### src/rtl/sram_multiport_arbiter.sv
// Arbitrates NCH read/write request channels onto one asynchronous SRAM.
// Channel 0 wins outright while rt_urgent is high; otherwise channels are served round-robin.
module sram_multiport_arbiter #(
  parameter int NCH        = 3,
  parameter int AW         = 19,
  parameter int DW         = 8,
  parameter int ACC_CYCLES = 2
) (
  input  logic              clk,
  input  logic              reset,
  input  logic [NCH-1:0]    req_valid,
  input  logic [NCH-1:0]    req_we,
  input  logic [NCH*AW-1:0] req_addr,
  input  logic [NCH*DW-1:0] req_wdata,
  output logic [NCH-1:0]    req_ready,
  input  logic              rt_urgent,
  output logic [NCH-1:0]    rsp_valid,
  output logic [DW-1:0]     rsp_data,
  output logic [AW-1:0]     sram_addr,
  output logic [DW-1:0]     sram_dq_out,
  output logic              sram_dq_oe,
  input  logic [DW-1:0]     sram_dq_in,
  output logic              sram_cs_n,
  output logic              sram_oe_n,
  output logic              sram_we_n
);

  localparam int CW = $clog2(NCH);

  typedef enum logic [1:0] {IDLE, ACCESS, RECOVER} state_t;

  state_t          state_q;
  logic [2:0]      cnt_q;
  logic [CW-1:0]   rr_q;
  logic [CW-1:0]   ch_q;
  logic            we_q;
  logic            rd_pend_q;
  logic [NCH-1:0]  req_ready_q;
  logic [NCH-1:0]  rsp_valid_q;
  logic [DW-1:0]   rsp_data_q;
  logic [AW-1:0]   sram_addr_q;
  logic [DW-1:0]   sram_dq_out_q;
  logic            sram_dq_oe_q;
  logic            sram_cs_n_q;
  logic            sram_oe_n_q;
  logic            sram_we_n_q;

  logic            win_vld_d;
  logic            win_rr_d;
  logic [CW-1:0]   win_ch_d;
  logic [CW-1:0]   scan_ch;
  int              scan_idx;

  always_comb begin
    win_vld_d = 1'b0;
    win_rr_d  = 1'b0;
    win_ch_d  = '0;
    scan_idx  = 0;
    scan_ch   = '0;
    if (rt_urgent && req_valid[0]) begin
      win_vld_d = 1'b1;
    end else begin
      for (int k = 1; k <= NCH; k++) begin
        scan_idx = int'(rr_q) + k;
        if (scan_idx >= NCH) scan_idx = scan_idx - NCH;
        scan_ch = CW'(scan_idx);
        if (!win_vld_d && req_valid[scan_ch]) begin
          win_vld_d = 1'b1;
          win_rr_d  = 1'b1;
          win_ch_d  = scan_ch;
        end
      end
    end
  end

  // Strobe registers trail the state by one cycle: the grant cycle itself shows
  // strobes idle, and the IDLE edge after a read is the one that samples the pad.
  always_ff @(posedge clk or posedge reset) begin
    if (reset) begin
      state_q       <= IDLE;
      cnt_q         <= '0;
      rr_q          <= CW'(NCH - 1);
      ch_q          <= '0;
      we_q          <= 1'b0;
      rd_pend_q     <= 1'b0;
      req_ready_q   <= '0;
      rsp_valid_q   <= '0;
      rsp_data_q    <= '0;
      sram_addr_q   <= '0;
      sram_dq_out_q <= '0;
      sram_dq_oe_q  <= 1'b0;
      sram_cs_n_q   <= 1'b1;
      sram_oe_n_q   <= 1'b1;
      sram_we_n_q   <= 1'b1;
    end else begin
      req_ready_q <= '0;
      rsp_valid_q <= '0;
      case (state_q)
        IDLE: begin
          sram_cs_n_q  <= 1'b1;
          sram_oe_n_q  <= 1'b1;
          sram_we_n_q  <= 1'b1;
          sram_dq_oe_q <= 1'b0;
          if (rd_pend_q) begin
            rsp_data_q         <= sram_dq_in;
            rsp_valid_q[ch_q]  <= 1'b1;
            rd_pend_q          <= 1'b0;
          end
          if (win_vld_d) begin
            req_ready_q[win_ch_d] <= 1'b1;
            sram_addr_q           <= req_addr[int'(win_ch_d)*AW +: AW];
            we_q                  <= req_we[win_ch_d];
            ch_q                  <= win_ch_d;
            if (req_we[win_ch_d]) sram_dq_out_q <= req_wdata[int'(win_ch_d)*DW +: DW];
            if (win_rr_d) rr_q <= win_ch_d;
            cnt_q   <= 3'(ACC_CYCLES - 1);
            state_q <= ACCESS;
          end
        end
        ACCESS: begin
          sram_cs_n_q  <= 1'b0;
          sram_we_n_q  <= !we_q;
          sram_oe_n_q  <= we_q;
          sram_dq_oe_q <= we_q;
          if (cnt_q == '0) begin
            if (we_q) begin
              state_q <= RECOVER;
            end else begin
              rd_pend_q <= 1'b1;
              state_q   <= IDLE;
            end
          end else begin
            cnt_q <= cnt_q - 3'd1;
          end
        end
        RECOVER: begin
          // Data stays driven for hold time and turnaround.
          sram_cs_n_q <= 1'b1;
          sram_we_n_q <= 1'b1;
          state_q     <= IDLE;
        end
        default: state_q <= IDLE;
      endcase
    end
  end

  assign req_ready   = req_ready_q;
  assign rsp_valid   = rsp_valid_q;
  assign rsp_data    = rsp_data_q;
  assign sram_addr   = sram_addr_q;
  assign sram_dq_out = sram_dq_out_q;
  assign sram_dq_oe  = sram_dq_oe_q;
  assign sram_cs_n   = sram_cs_n_q;
  assign sram_oe_n   = sram_oe_n_q;
  assign sram_we_n   = sram_we_n_q;

endmodule
### config.mk
export PLATFORM = sky130hd
export DESIGN_NAME = sram_multiport_arbiter
export DESIGN_NICKNAME = d
export VERILOG_FILES = /design/src/rtl/sram_multiport_arbiter.sv
export SDC_FILE = /design/constraint.sdc
export NUM_CORES = 1
export LEC_CHECK = 0
export BUFFER_PORTS_ARGS = -buffer_cell sky130_fd_sc_hd__buf_2
export CAP_MARGIN = 5
export CORE_ASPECT_RATIO = 0.75
export CORE_UTILIZATION = 25
export DETAILED_ROUTE_END_ITERATION = 7
export PLACE_DENSITY = 0.55
export RECOVER_POWER = 25
export REMOVE_ABC_BUFFERS = 1
export SYNTH_ARGS = -nofsm -noshare
export SYNTH_HDL_FRONTEND = slang
export SYNTH_SLANG_ARGS = --single-unit
export TNS_END_PERCENT = 100
### constraint.sdc
create_clock -name clk -period 4.5 [get_ports clk]
set_input_delay 0.225 -clock clk [delete_from_list [all_inputs] [get_ports clk]]
set_output_delay 0.225 -clock clk [all_outputs]
set_load 0.01 [all_outputs]
Word level (Yosys, flattened, before mapping)
Index checks and enable logic that the tools add are counted.

Register bits: 56. Bits of input ports: 98.

Muxes and demuxes: 49. Order comparisons: 10. $mul: 1. Eq/ne operators: 6. Shift-type cells: 2. Reductions and logical operators: 20. Add/subtract/negate cells: 7.

Operators with widths (count): $shiftx A57 B8 Y19 (1); $mux W2 (13); $shiftx A24 B6 Y8 (1); $mux W3 (6); $mux W1 (17); $lt A2 B3 Y1 const B (5); $reduce_and A3 Y1 (4); $pmux W1 S2 (5); $ge A3 B2 Y1 const B (3); $bmux W1 S2 (4); $ne A2 B2 Y1 const B (4); $mul A2 B5 Y7 const B (1); $add A2 B2 Y3 const B (2); $pmux W3 S2 (1); $reduce_and A2 Y1 (3); $sub A2 B2 Y2 const B (3); $logic_and A1 B1 Y1 (5); $demux W1 S2 (2); $ge A2 B1 Y1 const B (2); $pmux W2 S2 (1); $reduce_bool A2 Y1 (2); $add A2 B1 Y3 const B (1); $logic_not A1 Y1 (3); $logic_not A3 Y1 (1); 5 further kinds (5).

Logic depth before layout (Yosys ltp)
Depth after elaboration: 22. Depth in mapped cells: 10. Mapped depth without buffers: 8.

Worst setup path after synthesis
OpenSTA, ideal clock, no wires.

Path type: flip-flop to flip-flop. Start: reg rr_q[1]. End: reg we_q. Buffers on the path: 2. Cell stages (with the launch flop): 11. Setup slack: 2.254 ns. Clock period less this slack: 2.246 ns. Arrival: 2.117 ns. Cells stage by stage: dfstp_2 -> inv_1 -> ha_1 -> o21ai_1 -> a21oi_1 -> and4b_1 -> buf_2 -> a22o_1 -> o21a_1 -> buf_6 -> o21bai_1.

Longest elaborated chain between the ends: 18.

RTL lines: from (decl) (line 34) `logic [CW-1:0] rr_q;`; from (signal assigned) (line 82) `rr_q <= CW'(NCH - 1);`; from (signal assigned) (line 115) `if (win_rr_d) rr_q <= win_ch_d;`; $add A2 B1 Y3 (line 64) `scan_idx = int'(rr_q) + k;`; $ge A3 B2 Y1 or $sub A2 B2 Y2 (tied branches) (line 65) `if (scan_idx >= NCH) scan_idx = scan_idx - NCH;`; $mux W2 (line 65); $mux W2 (line 60) `if (rt_urgent && req_valid[0]) begin`; $bmux W1 S2 (line 67) `if (!win_vld_d && req_valid[scan_ch]) begin`; $mux W1 (implied by the code) (line 67); $mux W1 (line 67); $mux W1 (line 60); [2 not listed]; $mux W1 (line 67); $mux W1 (line 60); $logic_not A1 Y1 (line 67); $logic_and A1 B1 Y1 (line 67); $mux W2 (line 67); $mux W2 (line 60); $bmux W1 S2 (line 112) `we_q <= req_we[win_ch_d];`; $mux W1 (implied by the code) (line 112); to (signal assigned) (line 112); to (decl) (line 36) `logic we_q;`.

Several ways; a longest one is shown, not always the timed one. The select of a mux whose other input is x is not followed. A chain may end at the register's enable or synchronous reset.

Worst setup path after layout
Start: reg rr_q[0]. End: reg sram_dq_out_q[6], in the netlist sram_dq_out[6].

Longest elaborated chain between the ends: 19.

RTL lines: branches (longest 19 deep; another with $add A2 B1 Y3); to (signal assigned) (line 114) `if (req_we[win_ch_d]) sram_dq_out_q <= req_wdata[int'(win_ch_d)*DW +: DW];`; to (decl) (line 42) `logic [DW-1:0] sram_dq_out_q;`.

Parallel ways; which one is timed is not known. The select of a mux whose other input is x is not followed.

==> reports/results.txt <==
outcome = complete, but fails checks
failing checks = max-capacitance violations, max-slew violations
Num Clock Sinks = 56
post-synth cell types = 37
wire per inst = 13.1 um
Final GP Congestion = 0.747
cells along the critical path = inv_1 > ha_1 > o21a_1 > o21ai_0 > a31oi_1 > o21a_2 > o21a_1 > mux2i_1
Final Power = 0.00244 W
Post-Place Worst Slack = 1.41 ns
most frequent CP cell = o21a_1
final max-slew violation count = 57
Reg2Reg Setup Slack = 1.44 ns
Synth Warn # = 0
DP HPWL = 5180 um
Layout Utilization = 35.2%
Final setup viols = 0
Switch Pwr = 0.000976 W
Reg2Reg Launch Point = rr_q[0]
Clock Latency Late Sink = 0.29 ns
GR Overflow Total = 0
GRT Util Overall = 13.1%
RSZ-0062 raised after global routing = no
CP Max Fanout = 46
Syn Area/Cell = 10.3 um^2
Lkg Pwr = 1.79 nW
hold wc startpoint = sram_dq_in[0]
Initial Util = 26.0%
Synth async-reset ratio = 100%
Die Wd = 122 um
H-tree depth = 2
share of cells above drive strength 1 = 43.5%
number of synthesized flops with an enable pin = 0
Setup CP Type = flop to flop
Fin. Hold Viols = 0
via-per-instance ratio = 4.58
largest net degree at the start of global routing = 57
Die Span Y = 92.4 um
Min-Delay Path Class = primary input to flop
hold slack = 0.158 ns
Worst EP required = 4.71 ns
postcts setup bufs = 0
buffer and inverter count on the worst path = 1
Synth Register Bits = 56
initial drt markers = 128
fmax = 327 MHz
CP startpoint kind = flop
vias in the first global route = 2376
global-route wire length before repair = 11500 um
post-synthesis cell count = 264
clk slew on worst S/H paths = 0.07 ns
maximum vdd drop = 0.000244 V
post-synthesis sequential area ratio = 51.7%
clock tree buffer depth = 2
Clock Root Buffer = clkbuf_16
initial antenna violation count = 0
DR vias = 2456
ANT cells = 0
CTS tree = done
slowest CP cell = o21a_2
row count = 32
Crit path max-delay family = compound AO/OA/AOI/OAI gates
Synth Flop Type = dfrtp_1
Internal = 0.00146 W
CP Capture Type = flop
Critical Path Source = rr_q[0]
Core Region = 10500 um^2
Total Wirelength = 7000 um
Max Cap Violations = 1
cell area power density = 662 nW/um^2
Detailed Routing Iterations Pass 1 = 4
setup_tns = 0 ns
clk_skew = 0.00353 ns
hold_buf cts = 0
Tmin final = 3.06 ns
logic gate share of total power = 48.0%
CP peak stage delay = 0.69 ns
I/O pin count = 143
DRC = 0
# resized after CTS = 0
DIE AREA = 11300 um^2
Worst Tran Pin Value = 3.03 ns
slew margin rel. = -102%
area delta synth->final = 35.3%
Final Cycle Share = 67.9%
Num CTS Buffers = 5
sw frac = 40.1%
final net count = 502
mapped cell area = 2720 um^2
PortBufs = 142
clock group share of total power = 16.2%
ANT nets after route = 0
WP data arrival = 3.27 ns
setup ws final = 1.44 ns
part of the power in registers = 35.9%
[state kept, by name, summed over array words and instances (netlist names), 2 cells and up]
name	flops
cnt_q	3
state_q	2
sram_dq_out	8
req_ready	3
sram_addr	19
rr_q	2
rsp_valid	3
ch_q	2
rsp_data	8
[metal layers]
layer  part of all wire (%)  global-route usage (%)  up-vias
li1                       -                       -     1218
met1                     44                    15.7     1112
met2                     47                    22.0      116
met3                    7.9                    3.69       10
met4                    1.7                    5.08        0
met5                      0                       0        -
[cells by family after synthesis]
logic type	count (synthesis)	share of synthesized area, %
DFF	56	51.7
buffers and inverters	32	5.33
adders and majority gates	5	2.30
muxes	20	7.86
AOI/OAI and AO/OA	79	20.0
and+or+nand+nor	72	12.8
[worst register-to-register path, delay by kind of cell, from the launching register on]
kind | cells | cell delay, ns
mux | 1 | 0.25
fa+ha+maj | 1 | 0.30
compound gates | 5 | 1.82
flops | 1 | 0.46
buf+inv | 1 | 0.15
[layout by cell type, fill, tap and decap left out, types with 10 or more instances in the layout]
cell type | Yosys | routed
buf_2 | 8 | 142
dfrtp_1 | 52 | 52
nand2_1 | 28 | 28
nor2_1 | 22 | 22
a31oi_1 | 20 | 20
a22oi_1 | 19 | 19
inv_1 | 14 | 13
a21oi_1 | 13 | 13
mux2_2 | 11 | 11
a22o_1 | 10 | 10
[through the flow]
| step | instance area [um^2] | cells |
|---|---|---|
| global route | 3680 | 536 |
| detailed placement | 3540 | 528 |
| finish | 3680 | 536 |
| global placement | 3540 | 528 |
| floorplan | 2630 | 247 |
| CTS | 3690 | 536 |
[cells in the mapped netlist (2+ instances only)]
| master | n | area (um^2) |
|---|---|---|
| a31oi_1 | 20 | 125 |
| o21a_1 | 3 | 22.5 |
| dfrtp_1 | 52 | 1300 |
| and2_1 | 4 | 25.0 |
| and3_1 | 2 | 12.5 |
| a21oi_1 | 13 | 65.1 |
| buf_6 | 2 | 22.5 |
| o22ai_1 | 4 | 25.0 |
| nand2_1 | 28 | 105 |
| o21bai_1 | 2 | 15.0 |
| nor3b_1 | 3 | 22.5 |
| nor2_1 | 22 | 82.6 |
| mux2_2 | 11 | 124 |
| dfstp_2 | 4 | 105 |
| buf_2 | 8 | 40.0 |
| a22o_1 | 10 | 87.6 |
| a22oi_1 | 19 | 143 |
| mux2i_1 | 9 | 90.1 |
| ha_1 | 5 | 62.6 |
| o21ai_0 | 3 | 15.0 |
| nor2b_1 | 4 | 25.0 |
| a2bb2oi_1 | 2 | 17.5 |
| clkbuf_1 | 7 | 26.3 |
| inv_1 | 14 | 52.6 |
[cell type report]
class / count / area (um^2)
Clock buffer: 5 / 125
Clock inverter: 3 / 23.8
Fill cell: 1087 / 6770
Inverter: 15 / 56.3
Multi-Input combinational cell: 176 / 1170
Sequential cell: 56 / 1410
Tap cell: 136 / 170
Timing Repair Buffer: 145 / 729
[worst paths after layout]
path,end,cells past startpoint
max in group asynchronous,sram_dq_out[3],3
worst max-delay path,sram_dq_out[6],8
worst min-delay path,rsp_data[0],2
worst max register to register,sram_dq_out[6],8
min in group asynchronous,sram_addr[15],3
worst min register to register,sram_we_n,1
[power by group through the flow]
stage	logic [W]	registers [W]	clock network, W
after floorplan	0.000676	0.000958	0
after global placement	0.00116	0.000880	0
after detailed placement	0.00120	0.000879	0
after CTS	0.00119	0.000874	0.000412
after global routing	0.00133	0.000906	0.000433
final	0.00117	0.000874	0.000394
Note: power is estimated with default switching activity, not from simulation.
